$ cat src/rtl/vga_timing_gen_if.sv
// -----------------------------------------------------------------------------
// Module   : vga_timing_gen_if
// Brief    : Pixel-enable input plus sync/DE/coordinate/pattern outputs.
// Revision : 1.0
// -----------------------------------------------------------------------------
`default_nettype none

interface vga_timing_gen_if;
  logic        CE;
  logic        Hsync;
  logic        Vsync;
  logic        DE;
  logic [10:0] x;
  logic [10:0] y;
  logic        frame_start;
  logic        line_start;
  logic [15:0] pattern;

  modport master (
    input  CE,
    output Hsync, Vsync, DE, x, y, frame_start, line_start, pattern
  );

  modport slave (
    output CE,
    input  Hsync, Vsync, DE, x, y, frame_start, line_start, pattern
  );
endinterface

`default_nettype wire

$ cat src/rtl/vga_timing_gen.sv
// -----------------------------------------------------------------------------
// Module   : vga_timing_gen
// Brief    : VGA Hsync/Vsync/DE and pixel-coordinate generator; colour-bar
//            test pattern enabled by macro VGA_TIMING_PATTERN_EN.
// Revision : 1.0
// -----------------------------------------------------------------------------
`default_nettype none

module vga_timing_gen #(
  parameter int H_ACTIVE = 640,
  parameter int H_FP     = 16,
  parameter int H_SYNC   = 96,
  parameter int H_BP     = 48,
  parameter int V_ACTIVE = 480,
  parameter int V_FP     = 10,
  parameter int V_SYNC   = 2,
  parameter int V_BP     = 33
) (
  input  wire logic         CLK,
  input  wire logic         RESET,
  vga_timing_gen_if.master  bus
);

  localparam int c_H_TOTAL = H_ACTIVE + H_FP + H_SYNC + H_BP;
  localparam int c_V_TOTAL = V_ACTIVE + V_FP + V_SYNC + V_BP;

  localparam logic [10:0] c_HA       = 11'(H_ACTIVE);
  localparam logic [10:0] c_HFP      = 11'(H_FP);
  localparam logic [10:0] c_HSW      = 11'(H_SYNC);
  localparam logic [10:0] c_HBP      = 11'(H_BP);
  localparam logic [10:0] c_HS_START = 11'(H_ACTIVE + H_FP);
  localparam logic [10:0] c_HS_END   = 11'(H_ACTIVE + H_FP + H_SYNC);
  localparam logic [10:0] c_H_LAST   = 11'(c_H_TOTAL - 1);
  localparam logic [10:0] c_VA       = 11'(V_ACTIVE);
  localparam logic [10:0] c_VS_START = 11'(V_ACTIVE + V_FP);
  localparam logic [10:0] c_VS_END   = 11'(V_ACTIVE + V_FP + V_SYNC);
  localparam logic [10:0] c_V_LAST   = 11'(c_V_TOTAL - 1);

  generate
    if (c_H_TOTAL > 2047 || c_V_TOTAL > 2047) begin : g_total_check
      $error("vga_timing_gen: H or V total exceeds 11-bit range");
    end
    if (H_ACTIVE < 1 || H_FP < 1 || H_SYNC < 1 || H_BP < 1 ||
        V_ACTIVE < 1 || V_FP < 1 || V_SYNC < 1 || V_BP < 1) begin : g_len_check
      $error("vga_timing_gen: every timing segment must be at least 1");
    end
  endgenerate

  typedef enum logic [1:0] {
    S_ACT  = 2'd0,
    S_FP   = 2'd1,
    S_SYNC = 2'd2,
    S_BP   = 2'd3
  } hphase_t;

  hphase_t     r_hphase;
  hphase_t     w_hphase_nxt;
  logic [10:0] r_hcnt;
  logic [10:0] w_hcnt_nxt;
  logic [10:0] w_phase_len;

  logic [10:0] r_hn;
  logic [10:0] r_vn;
  logic        r_run;

  logic        r_hsync;
  logic        r_vsync;
  logic        r_de;
  logic [10:0] r_x;
  logic [10:0] r_y;
  logic        r_fs;
  logic        r_ls;

  logic        w_de;
  logic        w_hsync;
  logic        w_vsync;
  logic        w_ls;
  logic        w_fs;

  // Horizontal phase FSM: the phase counter restarts at every phase boundary,
  // so phase base + r_hcnt always equals r_hn.
  always_comb begin
    w_hphase_nxt = r_hphase;
    w_hcnt_nxt   = r_hcnt + 11'd1;
    w_phase_len  = c_HA;
    case (r_hphase)
      S_ACT:  w_phase_len = c_HA;
      S_FP:   w_phase_len = c_HFP;
      S_SYNC: w_phase_len = c_HSW;
      S_BP:   w_phase_len = c_HBP;
    endcase
    if (r_hcnt == w_phase_len - 11'd1) begin
      w_hcnt_nxt = '0;
      case (r_hphase)
        S_ACT:  w_hphase_nxt = S_FP;
        S_FP:   w_hphase_nxt = S_SYNC;
        S_SYNC: w_hphase_nxt = S_BP;
        S_BP:   w_hphase_nxt = S_ACT;
      endcase
    end
  end

  // Until the first step the counters sit at the origin, so the first issued
  // position is always a frame and line start.
  always_comb begin
    w_de    = (r_hn < c_HA) && (r_vn < c_VA);
    w_hsync = !((r_hn >= c_HS_START) && (r_hn < c_HS_END));
    w_vsync = !((r_vn >= c_VS_START) && (r_vn < c_VS_END));
    w_ls    = !r_run || (r_hn == 11'd0);
    w_fs    = !r_run || ((r_hn == 11'd0) && (r_vn == 11'd0));
  end

  always_ff @(posedge CLK or posedge RESET) begin
    if (RESET) begin
      r_hphase <= S_ACT;
      r_hcnt   <= '0;
      r_hn     <= '0;
      r_vn     <= '0;
      r_run    <= 1'b0;
      r_hsync  <= 1'b1;
      r_vsync  <= 1'b1;
      r_de     <= 1'b0;
      r_x      <= '0;
      r_y      <= '0;
      r_fs     <= 1'b0;
      r_ls     <= 1'b0;
    end else if (bus.CE) begin
      r_hphase <= w_hphase_nxt;
      r_hcnt   <= w_hcnt_nxt;
      r_run    <= 1'b1;
      r_hsync  <= w_hsync;
      r_vsync  <= w_vsync;
      r_de     <= w_de;
      r_x      <= r_hn;
      r_y      <= r_vn;
      r_fs     <= w_fs;
      r_ls     <= w_ls;
      if (r_hn == c_H_LAST) begin
        r_hn <= '0;
        r_vn <= (r_vn == c_V_LAST) ? 11'd0 : r_vn + 11'd1;
      end else begin
        r_hn <= r_hn + 11'd1;
      end
    end
  end

  assign bus.Hsync       = r_hsync;
  assign bus.Vsync       = r_vsync;
  assign bus.DE          = r_de;
  assign bus.x           = r_x;
  assign bus.y           = r_y;
  assign bus.frame_start = r_fs;
  assign bus.line_start  = r_ls;

`ifdef VGA_TIMING_PATTERN_EN
  localparam int c_BAR_W = (H_ACTIVE >= 8) ? (H_ACTIVE / 8) : 1;

  logic [2:0]  w_bar;
  logic [15:0] w_pattern;
  logic [15:0] r_pattern;

  // Bar index by threshold compare; leftover pixels past bar 7 stay black.
  always_comb begin
    w_bar = 3'd0;
    for (int k = 1; k < 8; k++) begin
      if (r_hn >= 11'(k * c_BAR_W)) w_bar = 3'(k);
    end
    w_pattern = 16'h0000;
    if (w_de) begin
      case (w_bar)
        3'd0: w_pattern = 16'hFFFF;
        3'd1: w_pattern = 16'hFFE0;
        3'd2: w_pattern = 16'h07FF;
        3'd3: w_pattern = 16'h07E0;
        3'd4: w_pattern = 16'hF81F;
        3'd5: w_pattern = 16'hF800;
        3'd6: w_pattern = 16'h001F;
        3'd7: w_pattern = 16'h0000;
      endcase
    end
  end

  always_ff @(posedge CLK or posedge RESET) begin
    if (RESET) begin
      r_pattern <= 16'h0000;
    end else if (bus.CE) begin
      r_pattern <= w_pattern;
    end
  end

  assign bus.pattern = r_pattern;
`else
  assign bus.pattern = 16'h0000;
`endif

endmodule

`default_nettype wire
$ cat src/flat_wrapper.sv
// flat-port wrapper written by rule: the top's interface ports become plain ports
module vga_timing_gen_flat 
#(
  parameter int H_ACTIVE = 640,
  parameter int H_FP     = 16,
  parameter int H_SYNC   = 96,
  parameter int H_BP     = 48,
  parameter int V_ACTIVE = 480,
  parameter int V_FP     = 10,
  parameter int V_SYNC   = 2,
  parameter int V_BP     = 33
)
  (CLK, RESET, bus_CE, bus_Hsync, bus_Vsync, bus_DE, bus_x, bus_y, bus_frame_start, bus_line_start, bus_pattern);
  vga_timing_gen_if bus_i ();
  input  wire logic CLK;
  input  wire logic RESET;
  input wire logic [$bits(bus_i.CE)-1:0] bus_CE;
  output wire logic [$bits(bus_i.Hsync)-1:0] bus_Hsync;
  output wire logic [$bits(bus_i.Vsync)-1:0] bus_Vsync;
  output wire logic [$bits(bus_i.DE)-1:0] bus_DE;
  output wire logic [$bits(bus_i.x)-1:0] bus_x;
  output wire logic [$bits(bus_i.y)-1:0] bus_y;
  output wire logic [$bits(bus_i.frame_start)-1:0] bus_frame_start;
  output wire logic [$bits(bus_i.line_start)-1:0] bus_line_start;
  output wire logic [$bits(bus_i.pattern)-1:0] bus_pattern;
  assign bus_i.CE = bus_CE;
  assign bus_Hsync = bus_i.Hsync;
  assign bus_Vsync = bus_i.Vsync;
  assign bus_DE = bus_i.DE;
  assign bus_x = bus_i.x;
  assign bus_y = bus_i.y;
  assign bus_frame_start = bus_i.frame_start;
  assign bus_line_start = bus_i.line_start;
  assign bus_pattern = bus_i.pattern;
  vga_timing_gen #(.H_ACTIVE(H_ACTIVE), .H_FP(H_FP), .H_SYNC(H_SYNC), .H_BP(H_BP), .V_ACTIVE(V_ACTIVE), .V_FP(V_FP), .V_SYNC(V_SYNC), .V_BP(V_BP)) u_core (.CLK(CLK), .RESET(RESET), .bus(bus_i));
endmodule
$ cat config.mk
export PLATFORM = sky130hd
export DESIGN_NAME = vga_timing_gen_flat
export DESIGN_NICKNAME = d
export VERILOG_FILES = /design/src/rtl/vga_timing_gen_if.sv /design/src/rtl/vga_timing_gen.sv /design/src/flat_wrapper.sv
export SDC_FILE = /design/constraint.sdc
export NUM_CORES = 1
export LEC_CHECK = 0
export BUFFER_PORTS_ARGS = -buffer_cell sky130_fd_sc_hd__clkbuf_2
export CORE_MARGIN = 3
export CORE_UTILIZATION = 40
export DETAILED_ROUTE_END_ITERATION = 16
export PLACE_DENSITY = 0.62
export SYNTH_ARGS = -nofsm -noshare
export SYNTH_HDL_FRONTEND = slang
export SYNTH_SLANG_ARGS = --single-unit
$ cat constraint.sdc
create_clock -name CLK -period 2.3 [get_ports CLK]
set_input_delay 0.69 -clock CLK [delete_from_list [all_inputs] [get_ports CLK]]
set_output_delay 0.69 -clock CLK [all_outputs]
set_load 0.01 [all_outputs]
# --- Yosys cells after proc, flatten, opt, wreduce, memory -nomap -nowiden ---
# Cells that the tools add are included.
totals:
  register_bits: 50
  latch_bits: 0
  ram_bits: 0
  romBits: 0
  in_bits: 3
  mem_count: 0
op_classes:
  n_addsub: 2
  mul: 0
  div: 0
  n_lt_le_gt_ge: 6
  eq_ne: 2
  shifts: 0
  mux: 2
  bitwise_logic: 0
  n_reduce_logical: 12
ops:
  columns: ["cell", "count"]
  rows:
  - ["11-bit by 1-bit adder with 11-bit output (second input constant)", 2]
  - ["11-bit by 10-bit equality test with 1-bit output (second input constant)", 2]
  - ["11-bit zero test", 2]
  - ["11-bit by 10-bit < comparator with 1-bit output (second input constant)", 2]
  - ["11-bit by 9-bit < comparator with 1-bit output (second input constant)", 2]
  - ["11-bit 2-to-1 mux", 2]
  - ["11-bit by 10-bit >= comparator with 1-bit output (second input constant)", 1]
  - ["11-bit by 9-bit >= comparator with 1-bit output (second input constant)", 1]
  - ["1-bit logical AND", 4]
  - ["1-bit zero test", 3]
  - ["1-bit logical OR", 2]
  - ["2-bit AND reduction", 1]

# --- Depth between registers and ports, before layout ---
logic_depth:
  depth_word: 3
  ltp_mapped: 6
  depth_no_buf: 6

# --- Worst setup path before layout ---
# OpenSTA, ideal clock, no wires.
synth_path:
  kind: "register to register"
  from: "register u_core.r_hn[7]"
  to: "register u_core.r_vn[10]"
  setup_time_ns: 0.079
  t_arrival_ns: 2.076
  required_time_ns: 2.221
  path_slack_ns: 0.145
  stages_incl_launch_ff: 6
  n_path_buf: 1
  synth_period_minus_slack_ns: 2.155
  path_cell_list: "dfrtp_1 > or4b_4 > or4_4 > buf_6 > nor4_1 > xor2_1"
synth_via:
  elab_chain_len: 2
synth_lines:
  columns: ["element", "line", "text"]
  rows:
  - ["start: declaration", "vga_timing_gen.sv:62", "logic [10:0] r_hn;"]
  - ["start signal: assignment", "vga_timing_gen.sv:142", "r_hn <= r_hn + 11'd1;"]
  - ["11-bit by 10-bit equality test with 1-bit output", "vga_timing_gen.sv:138", "if (r_hn == c_H_LAST) begin"]
  - ["2-bit AND reduction (no source line)", null, null]
  - ["end signal: assignment", "vga_timing_gen.sv:140", "r_vn <= (r_vn == c_V_LAST) ? 11'd0 : r_vn + 11'd1;"]
  - ["end: declaration", "vga_timing_gen.sv:63", "logic [10:0] r_vn;"]
# No other way between the ends.
# A chain may end at the register's enable or synchronous reset.

# --- Worst setup path in the final report ---
layout_path:
  from: "register u_core.r_hn[7]"
  to: "register u_core.r_vn[9]"
# The elaborated chain is that of the path after synthesis.

==> qor.csv <==
stage,metric,value,unit
power,powerDensity,757,nW/µm²
detailed_routing,postRouteAntennaNets,0,
yosys,syn-cell-area,2380,µm²
yosys,synthCells,219,
final_layout,regArea,1250,µm²
worst_setup_path,ff2ff_path_depth,4,
global_route,grt_pass1_vias,1561,
die,die_area,6910,µm²
clocking,clockRootBuffer,clkbuf_8,
clocking,cts_tree,built,
yosys,yosysUniqueCellTypes,39,
yosys,synth_flop_cell,dfrtp_1,
clocking,postCtsSetupRepairBufs,0,
final_layout,final_area,2690,µm²
clocking,clock_sinks,50,
detailed_routing,via_count,1624,
power,leakagePower,1.29,nW
final_layout,finish.utilization,47.7,%
clocking,cts_hold_buf,0,
yosys,yosysWarnings,0,
yosys,async_flop_share,100,%
die,die_y,83.1,µm
sta,fin_crit_sh,94.9,%
sta,layout_setup_ws,0.116,ns
sta,max_freq,458,MHz
yosys,synth.most_common_cell,dfrtp_1,
worst_setup_path,start_kind,flip-flop,
sta,slew_violations,0,
placed_design,place_hpwl,3120,µm
placed_design,port_buffers,29,
final_layout,fin_cells,324,
die,chipWidth,83.1,µm
sta,min_period,2.18,ns
die,pin_count,46,
worst_hold_path,worstHoldPathType,in -> async,
final_layout,fillers,523,
yosys,synth_edf_count,0,
global_route,grt_usage,13.4,%
worst_setup_path,cp_data_arrival_time,2.41,ns
worst_setup_path,critPathMaxFanout,11,
die,core_area,5640,µm²
sta,whs,0.412,ns
yosys,ys_ff_latch,50,
final_layout,diodes,0,
clocking,cts_buffers,5,
global_route,overflow,0,
detailed_routing,drt-initial-drc-count,120,
sta,hold_viol,0,
global_route,grt_pass1_wl,7750,µm
clocking,htreeDepth,2,
detailed_routing,post_drt_wl_per_cell,13.3,µm
clocking,clock_latency,0.30,ns
sta,worst_pin_slew,0.538,ns
placed_design,place_inst,316,
clocking,ctsResizeCount,0,
final_layout,layout-drive-gt1-share,29.0,%
power,peakVddDrop,555,µV
sta,rsz0062_at_grt,no,
yosys,netlist_top_cells_area,"dfrtp_1, mux2_2, buf_4, nand4_1, dfstp_2",
sta,maxSlewHeadroom,64.1,%
final_layout,final_nets,258,
sta,report.final.setup_viol,0,
yosys,ys_seq_area_share,52.7,%
worst_setup_path,cp-end-kind,flip-flop,
final_layout,multi_input_area,966,µm²
yosys,synth_top_area_share,50.5,%
detailed_routing,routed_wirelength,4320,µm
yosys,yosysTopAreaCell,dfrtp_1,
detailed_routing,route.detailed.drc,0,
sta,tns,0,ns
placed_design,gp_congestion,0.757,
detailed_routing,via_per_inst,5.01,
yosys,syn_avg_cell_area,10.9,µm²
worst_setup_path,crit_type,reg -> reg,
detailed_routing,drtPass1Iterations,4,
placed_design,placed_area,2570,µm²
clocking,cts_buffer_depth,2,
job,maxCapViolations,0,
worst_setup_path,crit_required,2.53,ns
die,initial_core_util,42.2,%
sta,skew,0.0133,ns
global_route,antenna_found_initial,0,
clocking,clk_pin_slew,0.09,ns
global_route,grt_max_degree,41,
placed_design,place_ws,0.144,ns
power,finalPower,2.04,mW
final_layout,syn_to_final_growth,13.0,%
die,placementRows,27,
yosys,ys_top_cells_by_count,"dfrtp_1, mux2_2, buf_4",
status,status,"complete, no violations",
## path summary, 6_finish.rpt
path | from | endpoint | slack, ns
worst max-delay path | u_core.r_hn[7] | u_core.r_vn[9] | 0.12
worst min-delay path | RESET | u_core.bus.x[2] | 0.41
worst max register to register | u_core.r_hn[7] | u_core.r_vn[9] | 0.12
worst min register to register | u_core.bus.Vsync | u_core.bus.Vsync | 0.49
max in group asynchronous | RESET | u_core.bus.Vsync | 1.32
min in group CLK | u_core.bus.Vsync | u_core.bus.Vsync | 0.49
## power by group
group | switching [mW] | leakage, nW | total, mW | internal [mW]
clock network | 0.273 | 0.0585 | 0.628 | 0.355
registers | 0.0773 | 0.633 | 1.05 | 0.970
logic | 0.194 | 0.603 | 0.361 | 0.167
## registers in the layout, summed over array words and instances (netlist names)
name / flops
u_core.bus.frame_start: 1
u_core.bus.DE: 1
u_core.bus.x: 11
u_core.bus.Hsync: 1
u_core.r_hn: 11
u_core.bus.line_start: 1
u_core.r_run: 1
u_core.r_vn: 11
u_core.bus.y: 11
u_core.bus.Vsync: 1
## per-layer routing
metal	up-vias	track usage, %	wire length (µm)
met5	-	0	0
met3	5	3.08	157
met2	30	21.1	2070
met1	791	18.8	2060
met4	0	3.27	32
li1	798	-	-
## cell usage in the layout (no fill, tap or decap), types with 8 or more instances in the layout
cell,Yosys,layout
conb_1,1,16
dfrtp_1,48,48
nand3_1,10,10
buf_4,17,8
nand2_1,14,14
o21ai_0,10,10
nand4_1,9,9
inv_1,10,9
nor2_1,10,10
mux2_2,21,21
clkbuf_2,0,29
## final cells by class
cell class              instances  share of cell area (%)
clock buffers                   7                    3.21
well taps                      72                    3.35
multi-input cells             146                    35.9
repair buffers                 38                    8.38
flip-flops and latches         50                    46.6
clock inverters                 1                    1.12
inverters                      10                    1.40
## logic make-up (layout without fill, tap and decap cells)
group	after synthesis	after routing	synth area share, %
simple gates	69	69	15.8
flops	50	50	52.7
fa+ha+maj	4	4	2.10
compound gates	25	25	6.15
other cells	1	16	0.158
mux	22	22	10.4
buf+inv	38	56	9.10
xor+xnor	10	10	3.68
## critical path, cell delays in order, from the launching register on
cell and delay [ns]:
dfrtp_1 0.39, or4b_4 0.56, or4_4 0.57, or4_1 0.52, nand3_1 0.09
(Power assumes the default switching activity.)
